**config.mk**
```make
export PLATFORM = sky130hd
export DESIGN_NAME = ifetch_bus_bridge
export DESIGN_NICKNAME = d
export VERILOG_FILES = /design/src/rtl/ifetch_bus_bridge.sv
export SDC_FILE = /design/constraint.sdc
export NUM_CORES = 1
export LEC_CHECK = 0
export CAP_MARGIN = 40
export CORE_MARGIN = 5
export CORE_UTILIZATION = 46
export DETAILED_ROUTE_END_ITERATION = 7
export HOLD_SLACK_MARGIN = 0.15
export PLACE_DENSITY = 0.79
export SYNTH_ARGS = -nofsm -noshare
export SYNTH_HDL_FRONTEND = slang
export SYNTH_SLANG_ARGS = --single-unit
```
**constraint.sdc**
```tcl
create_clock -name clk -period 2.4 [get_ports clk]
set_clock_uncertainty 0.1 [all_clocks]
set_input_delay 0.24 -clock clk [delete_from_list [all_inputs] [get_ports clk]]
set_output_delay 0.24 -clock clk [all_outputs]
set_load 0.01 [all_outputs]
```
**src/rtl/ifetch_bus_bridge.sv**
```systemverilog
// Bridges the fetch stage's combinational address-to-data contract onto a valid/ready
// instruction bus, using a one-entry tagged buffer and a stall/fault handshake.
module ifetch_bus_bridge #(
    parameter int unsigned DW      = 32,
    parameter int unsigned TIMEOUT = 255
) (
    input  logic          clk,
    input  logic          rst_n,
    input  logic [DW-1:0] fb_i_iaddr,
    output logic [DW-1:0] fb_o_idata,
    output logic          fb_o_stall,
    output logic          fb_o_fault,
    input  logic          fb_i_flush,
    output logic          fb_o_req_valid,
    input  logic          fb_i_req_ready,
    output logic [DW-1:0] fb_o_req_addr,
    input  logic          fb_i_rsp_valid,
    input  logic [DW-1:0] fb_i_rsp_data,
    input  logic          fb_i_rsp_err
);

    typedef enum logic [1:0] {StIdle, StReq, StWait} state_e;

    localparam bit          TmoEn   = (TIMEOUT != 0);
    localparam logic [31:0] TmoLast = TIMEOUT - 1;

    state_e        state_q;
    logic          buf_vld_q;
    logic [DW-1:0] buf_tag_q;
    logic [DW-1:0] buf_data_q;
    logic          buf_err_q;
    logic          req_valid_q;
    logic [DW-1:0] req_addr_q;
    logic          drop_q;
    logic [31:0]   tmo_cnt_q;
    logic          tmo_flag_q;

    logic hit;
    logic misal;
    logic tmo_hit;

    assign hit     = buf_vld_q & (buf_tag_q == fb_i_iaddr) & ~fb_i_flush;
    assign misal   = (fb_i_iaddr[1:0] != 2'b00);
    assign tmo_hit = TmoEn && (tmo_cnt_q == TmoLast);

    assign fb_o_idata     = hit ? buf_data_q : '0;
    assign fb_o_stall     = ~hit | misal;
    assign fb_o_fault     = misal | (hit & buf_err_q) | tmo_flag_q;
    assign fb_o_req_valid = req_valid_q;
    assign fb_o_req_addr  = req_addr_q;

    always_ff @(posedge clk or negedge rst_n) begin
        if (!rst_n) begin
            state_q     <= StIdle;
            buf_vld_q   <= 1'b0;
            buf_tag_q   <= '0;
            buf_data_q  <= '0;
            buf_err_q   <= 1'b0;
            req_valid_q <= 1'b0;
            req_addr_q  <= '0;
            drop_q      <= 1'b0;
            tmo_cnt_q   <= '0;
            tmo_flag_q  <= 1'b0;
        end else begin
            if (fb_i_flush) begin
                buf_vld_q  <= 1'b0;
                tmo_flag_q <= 1'b0;
            end
            unique case (state_q)
                StIdle: begin
                    // A timed-out fetch stays faulted until the fetch stage flushes.
                    if (!hit && !misal && !fb_i_flush && !tmo_flag_q) begin
                        req_addr_q  <= {fb_i_iaddr[DW-1:2], 2'b00};
                        req_valid_q <= 1'b1;
                        state_q     <= StReq;
                    end
                end
                StReq: begin
                    // An issued request cannot be retracted; remember to discard its data.
                    if (fb_i_flush) drop_q <= 1'b1;
                    if (fb_i_req_ready) begin
                        req_valid_q <= 1'b0;
                        tmo_cnt_q   <= '0;
                        state_q     <= StWait;
                    end
                end
                StWait: begin
                    tmo_cnt_q <= tmo_cnt_q + 32'd1;
                    if (fb_i_rsp_valid) begin
                        if (!drop_q && !fb_i_flush) begin
                            buf_vld_q  <= 1'b1;
                            buf_tag_q  <= req_addr_q;
                            buf_data_q <= fb_i_rsp_err ? '0 : fb_i_rsp_data;
                            buf_err_q  <= fb_i_rsp_err;
                        end
                        drop_q  <= 1'b0;
                        state_q <= StIdle;
                    end else if (tmo_hit) begin
                        tmo_flag_q <= ~fb_i_flush;
                        drop_q     <= 1'b0;
                        state_q    <= StIdle;
                    end else if (fb_i_flush) begin
                        drop_q <= 1'b1;
                    end
                end
                default: state_q <= StIdle;
            endcase
        end
    end

endmodule

```
Yosys cells after proc, flatten, opt, wreduce, memory -nomap -nowiden
Index checks and enable logic that the tools add are counted.
{"block": "op_classes", "n_div": 0, "n_bitwise": 8, "n_eq_ne": 7, "muxes": 24, "n_shift": 0, "order_cmp": 0, "n_mul": 0, "reduce_logical": 18, "add_sub_neg": 1}
{"cell": "32-bit 2-to-1 mux", "n": 3}
{"cell": "32-bit one-hot mux with 2 select lines", "n": 1}
{"cell": "32-bit by 1-bit adder with 32-bit output, second input constant", "n": 1}
{"cell": "32-bit equality test", "n": 1}
{"cell": "32-bit by 8-bit equality test with 1-bit output, second input constant", "n": 1}
{"cell": "1-bit 2-to-1 mux", "n": 13}
{"cell": "3-bit AND reduction", "n": 3}
{"cell": "2-bit 2-to-1 mux", "n": 4}
{"cell": "2-bit one-hot mux with 3 select lines", "n": 1}
{"cell": "2-bit nonzero test", "n": 3}
{"cell": "1-bit logical NOT", "n": 5}
{"cell": "1-bit logical AND", "n": 4}
{"cell": "2-bit != test, second input constant", "n": 2}
{"cell": "1-bit one-hot mux with 2 select lines", "n": 2}
{"cell": "2-bit AND reduction", "n": 2}
{"cell": "1-bit AND", "n": 3}
{"cell": "3-bit != test, second input constant", "n": 1}
{"cell": "1-bit OR", "n": 3}
{"cell": "2-bit by 1-bit equality test with 1-bit output, second input constant", "n": 1}
{"cell": "2-bit equality test, second input constant", "n": 1}
{"cell": "2-bit logical NOT", "n": 1}
{"cell": "1-bit NOT", "n": 2}
{"block": "word_totals", "mem_bits_rw": 0, "latchBits": 0, "mem_count": 0, "rom_bits": 0, "reg_bits": 131}

Logic depth before layout (Yosys ltp)
{"block": "logic_depth", "word_depth": 9, "depth_mapped": 8, "ltp_nobuf": 8}

Worst setup path before layout
No wires, ideal clock.
{"block": "synth_timing", "path_type": "reg-to-reg", "from": "reg state_q[0]", "to": "reg tmo_cnt_q[30]", "period_less_slack_ns": 2.275, "t_arrival_ns": 2.096, "setup_ns": 0.078, "path_slack_ns": 0.125, "required_time_ns": 2.222, "path_stages_with_launch": 8, "path_buffers": 0, "cell_sequence": "dfrtp_1 > inv_1 > ha_1 > mux2_2 > nand4_2 > or4_4 > or3_1 > a21oi_1"}
{"block": "synth_via", "elab_chain_len": 3}
{"item": "start: declaration", "line": "27", "rtl": "state_e state_q;"}
{"item": "start signal: assignment", "line": "54", "rtl": "state_q <= StIdle;"}
{"item": "start signal: assignment", "line": "75", "rtl": "state_q <= StReq;"}
{"item": "start signal: assignment", "line": "84", "rtl": "state_q <= StWait;"}
{"item": "2-bit by 1-bit equality test with 1-bit output / 2-bit equality test (equally long branches)", "line": "69", "rtl": "unique case (state_q)"}
{"item": "2-bit != test (no source line) / 2-bit nonzero test (equally long branches)"}
{"item": "2-bit AND reduction (no source line)"}
{"item": "end signal: assignment", "line": "88", "rtl": "tmo_cnt_q <= tmo_cnt_q + 32'd1;"}
{"item": "end: declaration", "line": "35", "rtl": "logic [31:0] tmo_cnt_q;"}
Several ways; a longest one is shown, not always the timed one.
A chain may end at the register's enable or synchronous reset.

Worst setup path after layout
{"block": "layout_timing", "from": "reg buf_tag_q[18]", "to": "out fb_o_idata[1]"}
{"block": "layout_via", "elab_chain_len": 4}
{"item": "start: declaration", "line": "29", "rtl": "logic [DW-1:0] buf_tag_q;"}
{"item": "start signal: assignment", "line": "92", "rtl": "buf_tag_q <= req_addr_q;"}
{"item": "32-bit equality test", "line": "42", "rtl": "assign hit = buf_vld_q & (buf_tag_q == fb_i_iaddr) & ~fb_i_flush;"}
{"item": "1-bit AND (2 in series)", "line": "42"}
{"item": "32-bit 2-to-1 mux", "line": "46", "rtl": "assign fb_o_idata = hit ? buf_data_q : '0;"}
{"item": "end: declaration", "line": "10", "rtl": "output logic [DW-1:0] fb_o_idata,"}
No other way between the ends.

==> run metrics <==
row cnt=42; CP arrival=2.32 ns; antenna violations before repair=0; period utilization=1.11; CP Capture Type=output port; Iter 0 DRT Violations=187; post-place setup slack=-0.639 ns; leakage=4.01 nW; number of cells on the critical path=8; Power Total=0.00786 W; fraction of layout cells with a size suffix above 1=0.261; total gr overflow=0; Crit path required time=2.06 ns; failing checks=setup timing; CP max FO=8; CP most frequent cell=buf_6; clk sink count=131; first-pass GRT wire length=24700 um; Power per Cell Area=910 nW/um2; Root Driver=clkbuf_16; CTS clk-pin slew, worst paths=0.05 ns; worst-margin pin slew=0.917 ns; Max-slew headroom=0.387; Mapped Area=6160 um2; Core Area=13200 um2; post-synthesis mux area share=0.118; Startpoint Class=flop; Critical Setup Path Class=flop to output port; ys flop type=dfrtp_1; reg-to-reg endpoint=fb_o_req_addr[17]$_DFFE_PN0P_; Nets=804; sw frac=0.284; die area=15800 um2; Tmin final=2.66 ns; Buffers on Ports=134; Setup crit end=fb_o_idata[1]; synth top area cells=dfrtp_1 (53%), mux2_2 (11%), xor2_1 (6.5%); GRT Total Usage=0.195; main combinational cell family by area after synthesis=simple AND/OR/NAND/NOR gates; Max Cap Violations=0; Final setup viols=64; peak supply drop=636 uV; post-route setup slack=-0.262 ns; largest net degree at the start of global routing=74; vias=4634; synthesized instance count=562; critical path, cell by cell=xor2_1 > nor4_1 > nand4_1 > nor3_4 > buf_6 > clkbuf_16 > and2_4 > buf_6; Starting Density=0.467; sequential power share=0.425; Comb pwr share=0.267; CP startpoint=buf_tag_q[18]$_DFFE_PN0P_; post-DP HPWL=10600 um; Final Util=0.654; hold crit path type=input pin to async pin; # IOs=137; CTS tree=yes; share of the synthesized area in the top cell type=0.532; RSZ-0062 raised after global routing=true; Num CTS Buffers=17; worst-case clock buffer depth=2; share of the yosys chip area belonging to registers=0.532; post-synthesis xor/xnor area fraction=0.0824; Post-Synth Simple-Gate Area=0.186; CP delay by family, top=simple AND/OR/NAND/NOR gates; WL/cell=16.4 um; RePlAce Congestion=0.829; outcome=complete, but fails checks; Psw=0.00223 W; DRC Markers=0; Post-synth ARST share=1.00; Fmax=376 MHz; Die Wd=126 um; Synth Register Bits=131; CTS H-tree depth=4; reg2reg start=buf_tag_q[18]$_DFFE_PN0P_; Ys Warns=0; R2R setup slack=-0.07 ns; final hold viol count=0; Ant. Diodes=0; Worst-Skew Late Latency=0.41 ns; largest area contributor in the netlist=dfrtp_1; syn avg cell area=11.0 um2; slowest cell delay on critical path=0.39 ns; Internal=0.00562 W; Hold Slack=0.230 ns; crit path buf inv count=3; Antenna Nets Post-Route=0; vias in the first global route=4937; area fraction in compound gates after synthesis=0.0447; library cells used by synthesis=41; First-pass DRT Iterations=4; Slowest cell on crit path=dfrtp_1; Post-synth EDFFs=0; Adder-Cell Fraction of Synth Area=0.0122; worst r2r path cells=10; Max Slew Vio Count=0; Die Ht=126 um; final wirelength=15000 um; vias per cell=5.06; Filler cells=1022; Area Overhead vs Synth=40.0%; power share of the clock group=0.308
-- flip-flops by register name (all words and copies together), names as in the netlist --
register,cells
tmo_flag_q,1
drop_q,1
buf_vld_q,1
fb_o_req_addr,30
state_q,2
fb_o_req_valid,1
buf_tag_q,30
buf_data_q,32
buf_err_q,1
tmo_cnt_q,32
-- cell usage after synthesis, drive strengths merged, types with 10 or more instances --
| master | instances |
|---|---|
| dfrtp | 131 |
| mux2 | 63 |
| nand2 | 49 |
| xor2 | 46 |
| nor2 | 37 |
| o21ai | 37 |
| and2 | 35 |
| nand2b | 34 |
| clkbuf | 17 |
| nand3 | 13 |
| nor4 | 13 |
| xnor2 | 12 |
| inv | 10 |
| nand4 | 10 |
-- worst min path at each step --
stage	start	endpoint	cells past startpoint
2_1_floorplan	rst_n	buf_data_q[0]$_DFFE_PN0P_	0
6_report	rst_n	fb_o_req_addr[15]$_DFFE_PN0P_	2
4_1_cts	rst_n	fb_o_req_addr[15]$_DFFE_PN0P_	2
5_1_grt	rst_n	fb_o_req_addr[15]$_DFFE_PN0P_	2
3_3_place_gp	rst_n	fb_o_req_addr[15]$_DFFE_PN0P_	1
3_5_place_dp	rst_n	fb_o_req_addr[15]$_DFFE_PN0P_	1
-- final cells by class --
cell class	count	area, um2	area share
multi-input cells	396	2860	0.332
inverters	10	37.5	0.00435
well taps	176	220	0.0255
clock inverters	5	50.0	0.00580
repair buffers	172	1680	0.194
clock buffers	25	505	0.0586
flip-flops and latches	131	3280	0.380
-- layer usage --
layer,part of all wire,GRT usage,up-vias
met5,0,0,-
li1,-,-,2219
met1,0.41,0.230,2275
met3,0.064,0.0660,25
met2,0.51,0.331,115
met4,0.021,0.0713,0
-- repair_timing --
item	in CTS	in global routing
hold endpoints to repair	34	0
hold buffers	1	0
pin swaps	9	11
buffers inserted	4	3
resized for setup	163	37
setup endpoints to repair	64	69
cloned	2	1
-- stage by stage --
stage          instances  instance area, um2  setup TNS, ns
2_1_floorplan        563                6170              0
3_3_place_gp         875                7880         -33.46
3_5_place_dp         875                7880         -33.19
4_1_cts              912                8420         -14.38
5_1_grt              915                8630         -17.44
6_report             915                8630          -9.16
-- worst register-to-register path, delay by kind of cell, from the launching register on --
family / cells / cell delay, ns
simple gates: 4 / 0.87
buf+inv: 4 / 0.52
flops: 1 / 0.39
mux: 1 / 0.30
xor+xnor: 1 / 0.16
-- power by group through the flow --
stage | Combinational (W) | Sequential [W] | Clock, W
global placement | 0.00196 | 0.00331 | 0
global route | 0.00230 | 0.00344 | 0.00259
finish | 0.00210 | 0.00334 | 0.00242
floorplan | 0.000929 | 0.00335 | 0
CTS | 0.00210 | 0.00334 | 0.00247
detailed placement | 0.00203 | 0.00336 | 0
-- layout by cell type (no fill, tap or decap), types with 2 or more instances in the layout --
cell,netlist,layout
mux2i_1,2,2
xnor2_1,12,12
buf_4,2,24
o21ai_0,37,37
clkbuf_8,0,5
and2_4,0,17
buf_12,0,3
nor2_1,37,36
and3_1,7,7
dfrtp_1,131,131
conb_1,1,2
nor4_2,1,3
buf_6,0,27
a22o_1,2,2
and2_1,35,18
nor4_1,12,10
a21oi_1,6,6
clkbuf_1,17,3
inv_1,10,9
nand3_1,13,13
nand4_1,8,8
clkdlybuf4s50_1,0,99
buf_8,0,2
ha_1,6,6
xor2_1,46,46
nand2b_1,34,34
clkinv_2,0,4
buf_2,4,15
mux2_4,0,3
clkbuf_16,0,18
mux2_2,59,59
nor3_1,6,6
nand4_2,2,2
nand2_1,49,49
nor2b_1,2,2
-- cells by family (layout without fill, tap and decap cells) --
group                      Yosys count  in the layout
muxes                               65             65
AOI/OAI and AO/OA                   50             50
adders and majority gates            6              6
DFF                                131            131
xor gates and xnor gates            58             58
buffers and inverters               36            212
and+or+nand+nor                    215            215
other                                1              2
Note: power is estimated with default switching activity, not from simulation.
